$ cat src/rtl/mem_port_arbiter.sv
// Shares one single-ported memory between instruction fetch and load/store traffic.
// Data wins by default; a starvation counter forces a fetch grant after STARVE_MAX data grants.
module mem_port_arbiter #(
    parameter int ADDR_W     = 32,
    parameter int DATA_W     = 32,
    parameter int STARVE_MAX = 4,
    parameter int TIMEOUT    = 255
) (
    input  logic              clk,
    input  logic              rst,
    input  logic              if_req,
    input  logic [ADDR_W-1:0] if_addr,
    output logic [DATA_W-1:0] if_rdata,
    output logic              if_ack,
    input  logic              mem_rd,
    input  logic              mem_wr,
    input  logic [ADDR_W-1:0] mem_addr,
    input  logic [DATA_W-1:0] mem_wdata,
    output logic [DATA_W-1:0] mem_rdata,
    output logic              mem_ack,
    output logic              stall_if,
    output logic              stall_mem,
    output logic              err,
    output logic              ram_req,
    output logic              ram_we,
    output logic [ADDR_W-1:0] ram_addr,
    output logic [DATA_W-1:0] ram_wdata,
    input  logic [DATA_W-1:0] ram_rdata,
    input  logic              ram_ack
);

    typedef enum logic [1:0] {
        IDLE   = 2'd0,
        D_BUSY = 2'd1,
        F_BUSY = 2'd2
    } state_t;

    localparam logic [7:0] STARVE_LIM   = 8'(STARVE_MAX);
    localparam logic [7:0] TIMEOUT_LAST = 8'(TIMEOUT - 1);

    state_t     r_state;
    state_t     w_next_state;
    logic [7:0] r_starve_cnt;
    logic [7:0] r_timeout_cnt;
    logic       w_data_req;
    logic       w_fetch_req;
    logic       w_grant_data;
    logic       w_grant_fetch;
    logic       w_done;
    logic       w_abort;

    // A requester whose ack is high this cycle has just been served and must not re-issue.
    assign w_data_req  = (mem_rd | mem_wr) & ~mem_ack;
    assign w_fetch_req = if_req & ~if_ack;

    assign ram_req   = (r_state != IDLE);
    assign stall_if  = if_req & ~if_ack;
    assign stall_mem = (mem_rd | mem_wr) & ~mem_ack;

    always_ff @(posedge clk or posedge rst) begin
        if (rst) begin
            r_state <= IDLE;
        end else begin
            r_state <= w_next_state;
        end
    end

    always_comb begin
        w_next_state  = r_state;
        w_grant_data  = 1'b0;
        w_grant_fetch = 1'b0;
        w_done        = 1'b0;
        w_abort       = 1'b0;
        case (r_state)
            IDLE: begin
                if (w_fetch_req && (!w_data_req || r_starve_cnt == STARVE_LIM)) begin
                    w_next_state  = F_BUSY;
                    w_grant_fetch = 1'b1;
                end else if (w_data_req) begin
                    w_next_state = D_BUSY;
                    w_grant_data = 1'b1;
                end
            end
            D_BUSY, F_BUSY: begin
                // A memory ack landing on the last allowed cycle still counts as success.
                if (ram_ack) begin
                    w_next_state = IDLE;
                    w_done       = 1'b1;
                end else if (r_timeout_cnt == TIMEOUT_LAST) begin
                    w_next_state = IDLE;
                    w_abort      = 1'b1;
                end
            end
            default: w_next_state = IDLE;
        endcase
    end

    always_ff @(posedge clk or posedge rst) begin
        if (rst) begin
            ram_we        <= 1'b0;
            ram_addr      <= '0;
            ram_wdata     <= '0;
            if_rdata      <= '0;
            mem_rdata     <= '0;
            if_ack        <= 1'b0;
            mem_ack       <= 1'b0;
            err           <= 1'b0;
            r_starve_cnt  <= '0;
            r_timeout_cnt <= '0;
        end else begin
            if_ack  <= 1'b0;
            mem_ack <= 1'b0;
            err     <= 1'b0;
            if (w_grant_data) begin
                ram_addr      <= mem_addr;
                ram_wdata     <= mem_wdata;
                ram_we        <= mem_wr;
                r_timeout_cnt <= '0;
                if (w_fetch_req && r_starve_cnt != STARVE_LIM) begin
                    r_starve_cnt <= r_starve_cnt + 8'd1;
                end
            end else if (w_grant_fetch) begin
                ram_addr      <= if_addr;
                ram_we        <= 1'b0;
                r_timeout_cnt <= '0;
                r_starve_cnt  <= '0;
            end else if (w_done || w_abort) begin
                r_timeout_cnt <= '0;
                err           <= w_abort;
                // Stores leave the load data register untouched.
                if (r_state == F_BUSY) begin
                    if_ack   <= 1'b1;
                    if_rdata <= w_abort ? '0 : ram_rdata;
                end else begin
                    mem_ack <= 1'b1;
                    if (!ram_we) begin
                        mem_rdata <= w_abort ? '0 : ram_rdata;
                    end
                end
            end else if (r_state != IDLE) begin
                r_timeout_cnt <= r_timeout_cnt + 8'd1;
            end
        end
    end

endmodule
$ cat config.mk
export PLATFORM = sky130hd
export DESIGN_NAME = mem_port_arbiter
export DESIGN_NICKNAME = d
export VERILOG_FILES = /design/src/rtl/mem_port_arbiter.sv
export SDC_FILE = /design/constraint.sdc
export NUM_CORES = 1
export LEC_CHECK = 0
export ABC_AREA = 1
export CAP_MARGIN = 20
export CORE_MARGIN = 5
export CORE_UTILIZATION = 40
export DETAILED_ROUTE_END_ITERATION = 8
export PLACE_DENSITY = 0.71
export SLEW_MARGIN = 10
export SYNTH_ARGS = -nofsm -noshare
export SYNTH_HDL_FRONTEND = slang
export SYNTH_SLANG_ARGS = --single-unit
$ cat constraint.sdc
create_clock -name clk -period 9.35 [get_ports clk]
set_clock_uncertainty 0.2 [all_clocks]
set_input_delay 1.4025 -clock clk [delete_from_list [all_inputs] [get_ports clk]]
set_output_delay 1.4025 -clock clk [all_outputs]
set_load 0.03 [all_outputs]
==> qor.csv <==
stage;metric;value;unit
outcome;status;finished clean;
clocking;htreeDepth;4;
critical_path;crit_type;input pin to register;
power_and_ir_drop;clockPowerShare;19.0;%
synth;syn_nets;919;
synth;synthTopCellsByArea;dfrtp_1 56%, nand2_1 19%, nand3_1 4.2%;
critical_path;critical_path_required;9450;ps
routing;vias;5994;
clocking;cts_sinks;150;
timing;setup_violations;0;
clocking;cts-buffers-inserted;17;
timing;fin_setup_tns;0;ps
power_and_ir_drop;switching_share;44.1;%
clocking;cts-root-buf;clkbuf_16;
placed_design;place_inst;1236;
routing;wl;20.3;mm
global_routing;gr-total-overflow;0;
synth;async_flop_share;100;%
finish;layout-drive-gt1-share;8.87;%
timing;hold_viol;0;
finish;fin_area;10200;sq um
routing;routed.top_layer;met4;
routing;wire_per_inst;16.0;microns
placed_design;hpwl;14.1;mm
timing;rsz0062_at_grt;no;
routing;ant_nets;0;
critical_path;worst_setup_path_start_kind;input pin;
synth;ys_ff_latch;150;
floorplanning;boundaryPins;269;
synth;synth.yosys.warnings;0;
placed_design;port_buffers;268;
clocking;clk_latency;420;ps
finish;finalNonFillerCells;1269;
floorplanning;core;16500;sq um
synth;synthCells;779;
power_and_ir_drop;internal-power;2.12;mW
routing;firstDrtPassIters;4;
timing;setup_slack;4910;ps
timing;slew_headroom;28.9;%
hold_path;hold_path.class;register to register;
finish;fin_nets;1176;
floorplanning;initial_core_util;40.7;%
flow_run;maxCapViolCount;0;
power_and_ir_drop;seq_power_share;29.3;%
critical_path;crit_arrival;4540;ps
synth;synth_cell_type_count;29;
global_routing;grtUsageTotal;20.7;%
floorplanning;fp.dieH;140;microns
critical_path;cp-end-kind;register;
routing;wl_met3;2.14;mm
finish;n_antenna_cell;0;
finish;area_growth;51.2;%
hold_path;worstHoldStart;ram_wdata[16]$_DFFE_PP0N_;
finish;final_cell_mix;349 x nand2_1, 268 x clkdlybuf4s50_1, 150 x dfrtp_1;
timing;slew_violations;0;
placed_design;pre_cts_ws;4400;ps
finish;nFillCells;1454;
global_routing;grt_pass1_vias;6073;
critical_path;ff2ff_setup_slack;5940;ps
synth;synthesis.area;6720;sq um
clocking;max-clock-path-buffers;2;
hold_path;min_path_cells;2;
floorplanning;fp.dieW;140;microns
timing;period_needed;4440;ps
routing;drtIter0Drc;268;
timing;fmax;225;MHz
finish;layout_commonest_cell;nand2_1;
power_and_ir_drop;p_leak;4.87;nW
routing;drc_errors;0;
routing;wl_met2;9.10;mm
synth;synth_area_leader_cell;dfrtp_1;
synth;synth_ff_type;dfrtp_1;
clocking;cts_resized;0;
synth;syn_area_per_cell;8.63;sq um
floorplanning;rows;47;
power_and_ir_drop;p_comb_share;51.7;%
routing;via_per_inst;4.72;
synth;seq_area_frac_synth;55.8;%
placed_design;dpl-instance-area;9520;sq um
global_routing;grt_pass1_wl;32.3;mm
placed_design;gp_congestion;0.782;
critical_path;r2r_end;mem_rdata[14]$_DFFE_PP0P_;
critical_path;cp-startpoint;mem_wr;
power_and_ir_drop;vdd_drop_max;0.191;mV
critical_path;reg2reg_depth;9;
synth;synth_edf_count;0;
finish;regArea;3750;sq um
timing;post-route-period-util;47.5;%
clocking;holdBufCountCts;0;
critical_path;crit_end;mem_rdata[14]$_DFFE_PP0P_;
synth;post-synth-top-area-fraction;55.8;%
clocking;postCtsSetupRepairBufs;0;
critical_path;worst-path-max-fanout;36;
routing;m1WireLength;8.62;mm
critical_path;r2r_start;r_state[1]$_DFFE_PP0P_;
clocking;path_clk_slew;60;ps
power_and_ir_drop;power.switching;1.67;mW
finish;multiInputGateArea;2630;sq um
clocking;cts_tree;built;
global_routing;antenna_found_initial;0;
floorplanning;dieArea;19500;sq um
power_and_ir_drop;powerDensity;373;nW/um^2
timing;worst_pin_slew;1060;ps
global_routing;grt_max_degree;90;
-- cells by family after synthesis --
family	share of synthesized area, %
compound gates	4.75
xor+xnor	0.521
fa+ha+maj	1.12
buf+inv	5.14
flops	55.8
simple gates	32.6
-- cell type report --
type                       count  share of cell area [%]
inverter                      36                    1.39
multi-input combinational    557                    25.9
sequential                   150                    36.9
timing repair buffer         274                    27.0
clock buffer                  19                    4.46
tap                          220                    2.71
clock inverter                13                    1.66
-- registers in the layout, indices dropped and copies added (netlist names) --
| name | cells |
|---|---|
| ram_addr | 32 |
| err | 1 |
| if_rdata | 32 |
| ram_wdata | 32 |
| r_state | 2 |
| r_starve_cnt | 8 |
| if_ack | 1 |
| r_timeout_cnt | 8 |
| mem_rdata | 32 |
| mem_ack | 1 |
| ram_we | 1 |
-- layer usage --
| metal | track usage (%) | vias up |
|---|---|---|
| met4 | 6.83 | 0 |
| met3 | 8.92 | 30 |
| li1 | - | 2978 |
| met1 | 26.1 | 2740 |
| met5 | 0 | - |
| met2 | 32.3 | 246 |
-- synthesized netlist by cell type, types with 4 or more instances --
cell type	instances
nand2_2	20
buf_2	17
nand3_1	57
nand3b_1	37
dfrtp_1	150
nor2_1	26
nor3_1	6
o21ai_2	23
clkbuf_1	11
xor2_1	4
ha_1	6
o21ai_0	5
buf_6	6
nand2_1	349
o21ai_1	9
inv_1	32
-- through the flow --
step / power (mW) / util, % / hold WS (ps)
5_1_grt: 4.02 / 61.5 / 301
2_1_floorplan: 2.27 / - / 278
3_5_place_dp: 3.08 / 57.6 / 258
6_report: 3.79 / 61.5 / 278
3_3_place_gp: 3.05 / 57.6 / 254
4_1_cts: 3.82 / 61.4 / 280
-- worst min-delay path by stage --
| stage | end | slack [ps] |
|---|---|---|
| floorplan | r_state[1]$_DFFE_PP0P_ | 280 |
| global placement | mem_rdata[6]$_DFFE_PP0P_ | 250 |
| detailed placement | mem_rdata[27]$_DFFE_PP0P_ | 260 |
| CTS | mem_rdata[5]$_DFFE_PP0P_ | 280 |
| global route | if_rdata[0]$_DFFE_PP0P_ | 300 |
| finish | ram_wdata[16]$_DFFE_PP0N_ | 280 |
-- power groups by stage --
| stage | clock network [mW] | registers [mW] | logic, mW |
|---|---|---|---|
| 2_1_floorplan | 0 | 1.62 | 0.645 |
| 3_3_place_gp | 0 | 1.11 | 1.95 |
| 3_5_place_dp | 0 | 1.11 | 1.97 |
| 4_1_cts | 0.736 | 1.11 | 1.98 |
| 5_1_grt | 0.764 | 1.15 | 2.11 |
| 6_report | 0.720 | 1.11 | 1.96 |
-- critical path: stages --
cell             delay (ps)
clkdlybuf4s50_1         430
o21bai_2                180
nand2_1                 100
nand2_2                 580
inv_2                   220
nor3_4                  150
buf_4                   350
nand2_1                 710
nand2_1                 290
nand2_1                  80
(Power assumes the default switching activity.)
